$ cat src/rtl/pipeline_pkg.sv
// Shared pipeline definitions: default widths, ALUOp classes and the EX-stage control bundle.
package pipeline_pkg;

  localparam int unsigned DATA_W     = 32;
  localparam int unsigned REG_ADDR_W = 5;
  localparam int unsigned ALUOP_W    = 3;
  localparam int unsigned CNT_W      = 16;

  typedef enum logic [ALUOP_W-1:0] {
    ALUOP_ADD   = 3'd0,
    ALUOP_SUB   = 3'd1,
    ALUOP_RTYPE = 3'd2,
    ALUOP_AND   = 3'd3,
    ALUOP_OR    = 3'd4,
    ALUOP_SLT   = 3'd5
  } aluop_e;

  typedef struct packed {
    logic               reg_write;
    logic               mem_to_reg;
    logic               mem_read;
    logic               mem_write;
    logic               alu_src;
    logic               reg_dst;
    logic [ALUOP_W-1:0] alu_op;
  } ex_ctrl_t;

  localparam ex_ctrl_t EX_CTRL_BUBBLE = '0;

endpackage

$ cat src/rtl/hazard_detection_unit.sv
// Combinational load-use detection; produces the stall and the PC / IF-ID write enables.
module hazard_detection_unit #(
  parameter int unsigned REG_ADDR_WIDTH = 5
) (
  input  logic                      mem_read_ex_i,
  input  logic [REG_ADDR_WIDTH-1:0] rt_ex_i,
  input  logic [REG_ADDR_WIDTH-1:0] rs_id_i,
  input  logic [REG_ADDR_WIDTH-1:0] rt_id_i,
  input  logic                      uses_rt_id_i,
  input  logic                      flush_id_i,
  input  logic                      hold_i,
  output logic                      load_use_o,
  output logic                      stall_o,
  output logic                      pc_write_o,
  output logic                      if_id_write_o
);

  logic hazard_stall;

  assign load_use_o = mem_read_ex_i && (rt_ex_i != '0) &&
                      ((rt_ex_i == rs_id_i) || (uses_rt_id_i && (rt_ex_i == rt_id_i)));

  // A taken branch squashes the dependent instruction, so it must not freeze the PC.
  assign hazard_stall  = load_use_o && !flush_id_i;
  assign stall_o       = hazard_stall && !hold_i;
  assign pc_write_o    = !hold_i && !hazard_stall;
  assign if_id_write_o = !hold_i && !hazard_stall;

endmodule

$ cat src/rtl/id_ex_hazard_stage.sv
// ID/EX pipeline register with load-use / flush bubble insertion and saturating bubble counters.
module id_ex_hazard_stage
  import pipeline_pkg::*;
#(
  parameter int unsigned DATA_WIDTH     = DATA_W,
  parameter int unsigned REG_ADDR_WIDTH = REG_ADDR_W,
  parameter int unsigned ALUOP_WIDTH    = ALUOP_W,
  parameter int unsigned CNT_WIDTH      = CNT_W
) (
  input  logic                      clk,
  input  logic                      reset,
  input  logic                      hold,
  input  logic                      flush_ID,
  input  logic                      clear_counts,
  input  logic [REG_ADDR_WIDTH-1:0] rs_ID,
  input  logic [REG_ADDR_WIDTH-1:0] rt_ID,
  input  logic [REG_ADDR_WIDTH-1:0] rd_ID,
  input  logic                      uses_rt_ID,
  input  logic [DATA_WIDTH-1:0]     read_data1_ID,
  input  logic [DATA_WIDTH-1:0]     read_data2_ID,
  input  logic [DATA_WIDTH-1:0]     imm_ID,
  input  logic                      RegWrite_ID,
  input  logic                      MemtoReg_ID,
  input  logic                      MemRead_ID,
  input  logic                      MemWrite_ID,
  input  logic                      ALUSrc_ID,
  input  logic                      RegDst_ID,
  input  logic [ALUOP_WIDTH-1:0]    ALUOp_ID,
  output logic [REG_ADDR_WIDTH-1:0] rs_EX,
  output logic [REG_ADDR_WIDTH-1:0] rt_EX,
  output logic [REG_ADDR_WIDTH-1:0] rd_EX,
  output logic [DATA_WIDTH-1:0]     read_data1_EX,
  output logic [DATA_WIDTH-1:0]     read_data2_EX,
  output logic [DATA_WIDTH-1:0]     imm_EX,
  output logic                      RegWrite_EX,
  output logic                      MemtoReg_EX,
  output logic                      MemRead_EX,
  output logic                      MemWrite_EX,
  output logic                      ALUSrc_EX,
  output logic                      RegDst_EX,
  output logic [ALUOP_WIDTH-1:0]    ALUOp_EX,
  output logic                      stall,
  output logic                      PCWrite,
  output logic                      IF_ID_Write,
  output logic [CNT_WIDTH-1:0]      load_use_count,
  output logic [CNT_WIDTH-1:0]      flush_count
);

  localparam logic [CNT_WIDTH-1:0] CNT_MAX = '1;

  ex_ctrl_t                  ctrl_id, ctrl_q, ctrl_d;
  logic [REG_ADDR_WIDTH-1:0] rs_q, rs_d, rt_q, rt_d, rd_q, rd_d;
  logic [DATA_WIDTH-1:0]     data1_q, data1_d, data2_q, data2_d, imm_q, imm_d;
  logic [CNT_WIDTH-1:0]      lu_cnt_q, lu_cnt_d, fl_cnt_q, fl_cnt_d;
  logic                      load_use;

  assign ctrl_id = '{reg_write:  RegWrite_ID,
                     mem_to_reg: MemtoReg_ID,
                     mem_read:   MemRead_ID,
                     mem_write:  MemWrite_ID,
                     alu_src:    ALUSrc_ID,
                     reg_dst:    RegDst_ID,
                     alu_op:     ALUOp_ID};

  hazard_detection_unit #(
    .REG_ADDR_WIDTH(REG_ADDR_WIDTH)
  ) u_hdu (
    .mem_read_ex_i (ctrl_q.mem_read),
    .rt_ex_i       (rt_q),
    .rs_id_i       (rs_ID),
    .rt_id_i       (rt_ID),
    .uses_rt_id_i  (uses_rt_ID),
    .flush_id_i    (flush_ID),
    .hold_i        (hold),
    .load_use_o    (load_use),
    .stall_o       (stall),
    .pc_write_o    (PCWrite),
    .if_id_write_o (IF_ID_Write)
  );

  // Next state: hold freezes everything, a bubble zeroes control and specifiers but keeps data.
  always_comb begin
    ctrl_d   = ctrl_q;
    rs_d     = rs_q;
    rt_d     = rt_q;
    rd_d     = rd_q;
    data1_d  = data1_q;
    data2_d  = data2_q;
    imm_d    = imm_q;
    lu_cnt_d = lu_cnt_q;
    fl_cnt_d = fl_cnt_q;
    if (!hold) begin
      if (flush_ID || load_use) begin
        ctrl_d = EX_CTRL_BUBBLE;
        rs_d   = '0;
        rt_d   = '0;
        rd_d   = '0;
      end else begin
        ctrl_d  = ctrl_id;
        rs_d    = rs_ID;
        rt_d    = rt_ID;
        rd_d    = rd_ID;
        data1_d = read_data1_ID;
        data2_d = read_data2_ID;
        imm_d   = imm_ID;
      end
      if (clear_counts) begin
        lu_cnt_d = '0;
        fl_cnt_d = '0;
      end else begin
        if (flush_ID && (fl_cnt_q != CNT_MAX)) fl_cnt_d = fl_cnt_q + CNT_WIDTH'(1);
        if (load_use && !flush_ID && (lu_cnt_q != CNT_MAX)) lu_cnt_d = lu_cnt_q + CNT_WIDTH'(1);
      end
    end
  end

  always_ff @(posedge clk) begin
    if (reset) begin
      ctrl_q   <= EX_CTRL_BUBBLE;
      rs_q     <= '0;
      rt_q     <= '0;
      rd_q     <= '0;
      data1_q  <= '0;
      data2_q  <= '0;
      imm_q    <= '0;
      lu_cnt_q <= '0;
      fl_cnt_q <= '0;
    end else begin
      ctrl_q   <= ctrl_d;
      rs_q     <= rs_d;
      rt_q     <= rt_d;
      rd_q     <= rd_d;
      data1_q  <= data1_d;
      data2_q  <= data2_d;
      imm_q    <= imm_d;
      lu_cnt_q <= lu_cnt_d;
      fl_cnt_q <= fl_cnt_d;
    end
  end

  assign rs_EX          = rs_q;
  assign rt_EX          = rt_q;
  assign rd_EX          = rd_q;
  assign read_data1_EX  = data1_q;
  assign read_data2_EX  = data2_q;
  assign imm_EX         = imm_q;
  assign RegWrite_EX    = ctrl_q.reg_write;
  assign MemtoReg_EX    = ctrl_q.mem_to_reg;
  assign MemRead_EX     = ctrl_q.mem_read;
  assign MemWrite_EX    = ctrl_q.mem_write;
  assign ALUSrc_EX      = ctrl_q.alu_src;
  assign RegDst_EX      = ctrl_q.reg_dst;
  assign ALUOp_EX       = ctrl_q.alu_op;
  assign load_use_count = lu_cnt_q;
  assign flush_count    = fl_cnt_q;

endmodule

$ cat config.mk
export PLATFORM = sky130hd
export DESIGN_NAME = id_ex_hazard_stage
export DESIGN_NICKNAME = d
export VERILOG_FILES = /design/src/rtl/pipeline_pkg.sv /design/src/rtl/hazard_detection_unit.sv /design/src/rtl/id_ex_hazard_stage.sv
export SDC_FILE = /design/constraint.sdc
export NUM_CORES = 1
export LEC_CHECK = 0
export ABC_AREA = 1
export CORE_MARGIN = 3
export CORE_UTILIZATION = 43
export CTS_BUF_LIST = sky130_fd_sc_hd__clkbuf_8
export DETAILED_ROUTE_END_ITERATION = 16
export PLACE_DENSITY_LB_ADDON = 0.3
export SKIP_CTS_REPAIR_TIMING = 1
export SLEW_MARGIN = 20
export SYNTH_ARGS = -nofsm -noshare
export SYNTH_HDL_FRONTEND = slang
export SYNTH_SLANG_ARGS = --single-unit
$ cat constraint.sdc
create_clock -name clk -period 1.8 [get_ports clk]
set_input_delay 0.36 -clock clk [delete_from_list [all_inputs] [get_ports clk]]
set_output_delay 0.36 -clock clk [all_outputs]
set_load 0.02 [all_outputs]
# Word-level counts from Yosys, hierarchy flattened
# Cells that the tools add are included.
[classes] add_sub_neg=2 muxes=8 eq_ne=4 n_reduce_logical=19 bitwise=2
[ops] op="$mux W16" n=4
[ops] op="$add A16 B1 Y16 const B" n=2
[ops] op="$ne A16 B16 Y1 const B" n=2
[ops] op="$mux W5" n=3
[ops] op="$eq A5 B5 Y1" n=2
[ops] op="$mux W9" n=1
[ops] op="$logic_and A1 B1 Y1" n=8
[ops] op="$reduce_and A2 Y1" n=3
[ops] op="$reduce_bool A5 Y1" n=1
[ops] op="$reduce_bool A2 Y1" n=2
[ops] op="$logic_not A1 Y1" n=3
[ops] op="$logic_or A1 B1 Y1" n=2
[ops] op="$not A1 Y1" n=2
[word_totals] word_cells=50 reg_bits=152 output_inout_bits=155

# Longest topological paths before layout
[logic_depth] word_depth=8 mapped_depth=13 ltp_nobuf=12

# By module
# Synthesis repeated with hierarchy kept, for this count alone.
[hier_totals] cells_unflattened=955 hier_area_um2=6616.3
[modules_own_cells] module="id_ex_hazard_stage" seq_area_each_um2=3042.9 area_per_inst_um2=6363.6 instances=1 cells_per_inst=894
[modules_own_cells] module="hazard_detection_unit" seq_area_each_um2=0.0 area_per_inst_um2=252.7 instances=1 cells_per_inst=61

# Least setup slack after synthesis
# Ideal clock, no wire load.
[synth_timing] path_kind="register to output" start="register rt_q[0], in the netlist rt_EX[0]" end="output PCWrite" t_arrival_ns=1.533 stages_incl_launch_ff=8 required_ns=1.440 setup_slack_ns=-0.093 n_path_buf=1 path_cell_list="dfxtp_1 nor2_1 nor2_1 nor2_1 nand3_1 nand2_2 a31oi_1 buf_4"
[synth_via] elab_chain_cells=7
[synth_lines] element="start, declared" line="id_ex_hazard_stage.sv:52" source="logic [REG_ADDR_WIDTH-1:0] rs_q, rs_d, rt_q, rt_d, rd_q, rd_d;"
[synth_lines] element="start signal, assigned" line="id_ex_hazard_stage.sv:131" source="rt_q <= rt_d;"
[synth_lines] element="$eq A5 B5 Y1" line="hazard_detection_unit.sv:21" source="((rt_ex_i == rs_id_i) || (uses_rt_id_i && (rt_ex_i == rt_id_i)));"
[synth_lines] element="$logic_and A1 B1 Y1" line="hazard_detection_unit.sv:21"
[synth_lines] element="$logic_or A1 B1 Y1" line="hazard_detection_unit.sv:21"
[synth_lines] element="$logic_and A1 B1 Y1 (*)" line="hazard_detection_unit.sv:20" source="assign load_use_o = mem_read_ex_i && (rt_ex_i != '0) &&"
[synth_lines] element="$logic_and A1 B1 Y1 (*)" line="hazard_detection_unit.sv:24" source="assign hazard_stall = load_use_o && !flush_id_i;"
[synth_lines] element="$logic_not A1 Y1 (*)"
[synth_lines] element="$logic_and A1 B1 Y1 (*)"
[synth_lines] element="end, declared" line="id_ex_hazard_stage.sv:43" source="output logic PCWrite,"
# Mark *: on every way between the ends. The rest lies on a longest branch, timed or not.

# Final worst setup path
[layout_timing] start="input rs_ID[1]" end="output stall"
[layout_via] elab_chain_cells=5
[layout_lines] element="start, declared" line="id_ex_hazard_stage.sv:15" source="input logic [REG_ADDR_WIDTH-1:0] rs_ID,"
[layout_lines] element="$eq A5 B5 Y1" line="hazard_detection_unit.sv:21"
[layout_lines] element="$logic_or A1 B1 Y1" line="hazard_detection_unit.sv:21"
[layout_lines] element="$logic_and A1 B1 Y1" line="hazard_detection_unit.sv:20"
[layout_lines] element="$logic_and A1 B1 Y1" line="hazard_detection_unit.sv:24"
[layout_lines] element="$logic_and A1 B1 Y1" line="hazard_detection_unit.sv:25" source="assign stall_o = hazard_stall && !hold_i;"
[layout_lines] element="end, declared" line="id_ex_hazard_stage.sv:42" source="output logic stall,"
# Every way passes these cells.

==> implementation parameters <==
Parameter                              Value

Timing
  Minimum setup slack in the final design    -254 ps
  Number of hold-slack violations in the final timing report    0
  Unrepaired setup endpoints after global routing    yes
  Worst hold slack after final layout    209 ps
  Transition time of the tightest slew-check pin    525 ps
  Final number of setup-violating endpoints    123
  Maximum frequency from static timing analysis    487 MHz
  Minimum period implied by the final worst setup slack    ~2100 ps
  Final max-slew violation count    0
  Final period utilization    114%
  Post-Route Skew    11.7 ps
  Relative slew slack    64.7%
  Setup Total Neg Slack    -8550 ps

Placed design
  Placed Instances    1353
  Port bufs    280
  Final weighted congestion in routability-driven placement    0.938
  Dpl hpwl    14700 um
  Cell area reported after detailed placement    9620 sq um

Yosys
  Cells after synthesis    878
  Most instantiated flip-flop cell in the synthesis netlist    dfxtp_1
  Syn Nets    about 1000
  Number of enable-type register cells in the synthesized netlist    0
  XOR/XNOR share of the synthesized area    roughly 1.2%
  Seq/Total Area, Yosys    47.9%
  Fraction of registers with async set/reset    0%
  Avg Synthesized Cell Area    approximately 7.2 sq um
  Combinational family with the most area after synthesis    simple AND/OR/NAND/NOR gates
  Top-area cell type share of the netlist area    47.9%
  Commonest cells in the synthesized netlist    nor2_1, dfxtp_1, nand2_1
  Leading area contributor after synthesis    dfxtp_1
  Top area cells in the synthesized netlist    dfxtp_1, nor2_1, nand2_1
  Share of synthesized cell area in full adder, half adder and majority cells    0.394%
  Count of distinct cell types in the synthesized netlist    34
  Compound-Gate Fraction of Synth Area    12.9%
  Cell area after synthesis    6350 sq um
  Most common cell in the synthesized netlist    nor2_1
  Count of state elements after synthesis    152
  Area fraction in and, or, nand and nor cells after synthesis    between 30% and 40%
  Yosys synthesis warning count    0
  Multiplexer area fraction after synthesis    0%

Detailed routing
  Initial DRT Pass Iterations    5
  Final antenna-violating net count    0
  1st-iter DRT viols    534
  Mean routed wirelength per cell    18.3 um
  Vias    between 7000 and 8000
  Post-Route WL    26000 um
  Residual DRC    0
  Via/cell ratio    5.16

Finish
  Share of layout cells above drive strength 1    around 17%
  Area delta synth->final    78.0%
  Number of nets in the layout    1354
  Final design instance area without fill    11300 sq um
  Number of fill cells in the layout    916
  Non-Filler Instances    ~1400
  Total inserted antenna cells    0

Power
  Peak supply drop    ~1.2 mV
  Internal power of the cells    5.91 mW
  Pleak    around 6.7 nW
  Combinational share of power    20.9%
  Sequential share of power    43.9%
  Switching power of the nets    2.39 mW
  Switching share of total power    approximately 29%
  Pwr Total    8.31 mW
  PD cells    between 700 and 800 nW/um^2
  Clk pwr share    35.3%

Clocking
  Clock Latency Late Sink    460 ps
  Clock sink count    152
  Number of buffers created by CTS    17
  CTS H-tree depth    4
  Clock root buffer master    clkbuf_8
  Clk slew on worst S/H paths    around 90 ps
  Clock Tree Buf Depth    2
  Clock tree from TritonCTS    built

Floorplan
  Initial core utilization    44.8%
  Die span in x    127 um
  Area of the die    16300 sq um
  Die height    127 um
  Number of top-level design ports    281
  Core region area    14100 sq um
  Site Rows    43

Worst setup path
  Maximum fanout encountered on the critical timing path    4
  Type of origin of the critical path    input port
  Crit. End Element    output pin
  Class of the most critical setup path    in2out
  CP arrival    approximately 1700 ps
  Critical path required time    roughly 1400 ps
  Depth of the most critical reg-to-reg path    12

GRT
  Overall routing resource usage    24.3%
  Sum of overflow across all layers after global routing    0
  Maximum number of pins on one net before global-route repair    67
  Number of antenna violations at the first check in global routing    0
  First-pass GRT wire length    31500 um
  Vias in the first global route    around 6200

Status
  Violations in the final reports    setup timing
  Status    finished, violations left

Hold path
  Min-Delay Path Class    in2reg
  Min-Delay Path Depth    3

Flow run
  Number of maximum-capacitance violations    0
final timing paths:
| check | from | endpoint | slack, ps |
|---|---|---|---|
| worst min register to register | rs_EX[0] | rs_EX[0] | 470 |
| worst max-delay path | rs_ID[1] | stall | -250 |
| worst min-delay path | rt_ID[4] | rt_EX[4] | 210 |
| worst max register to register | rt_EX[0] | read_data1_EX[22] | -190 |
state kept, by name, indices dropped and copies added, names as in the netlist, 3 cells and up:
register,flops
flush_count,16
read_data1_EX,32
imm_EX,32
rt_EX,5
ALUOp_EX,3
load_use_count,16
rs_EX,5
rd_EX,5
read_data2_EX,32
power groups by stage:
| stage | clock network [mW] | registers (mW) | logic [mW] |
|---|---|---|---|
| 5_1_grt | 3.09 | 3.66 | 1.85 |
| 6_report | 2.93 | 3.64 | 1.73 |
| 4_1_cts | 2.92 | 3.64 | 1.49 |
| 2_1_floorplan | 0 | 3.94 | 0.459 |
| 3_3_place_gp | 0 | 3.71 | 1.47 |
| 3_5_place_dp | 0 | 3.72 | 1.48 |
final cells by class:
| cell class | count | area [sq um] | area share [%] |
|---|---|---|---|
| clock buffer | 17 | 234 | 2.07 |
| clock inverter | 15 | 199 | 1.76 |
| tap | 180 | 225 | 1.99 |
| inverter | 43 | 183 | 1.62 |
| timing repair buffer | 371 | 4300 | 38.0 |
| sequential | 152 | 3060 | 27.1 |
| timing repair inverter | 2 | 32.5 | 0.288 |
| multi-input combinational | 639 | 3060 | 27.1 |
routing by layer:
metal	wire length [um]	share of wire, %	global-route usage, %	up-vias
met1	9580	37	27.7	3405
li1	-	-	-	3521
met4	889	3.4	7.13	0
met2	13300	51	41.7	338
met3	2190	8.4	9.87	56
met5	0	0	0	-
worst max-delay path, cell delays in order:
cell and delay, ps:
clkdlybuf4s50_1 510, inv_1 60, nand2_1 50, nand2_1 60
nor2_2 120, nand3_2 120, nand2_4 130, nand3_4 80
inv_2 80, buf_6 120
stage by stage:
| stage | utilization (%) | setup WS, ps |
|---|---|---|
| after CTS | 71.1 | -819 |
| after floorplan | - | 53.9 |
| after detailed placement | 68.0 | -729 |
| after global routing | 79.8 | -351 |
| final | 79.8 | -254 |
| after global placement | 68.0 | -730 |
cell usage in the layout (no fill, tap or decap), types with 25 or more instances in the layout:
cell type	instances
o21ai_1	54
o21ai_0	46
nor2_1	241
nand2_1	140
a21oi_1	45
buf_4	59
dfxtp_1	141
dlymetal6s2s_1	150
clkdlybuf4s50_1	127
inv_1	33
nand3_1	25
logic make-up (layout without fill, tap and decap cells):
group	after synthesis	after routing
and+or+nand+nor	464	468
AOI/OAI and AO/OA	160	160
DFF	152	152
buffers and inverters	91	448
xor gates and xnor gates	9	9
adders and majority gates	2	2
Power figures use the tool's default switching activity.
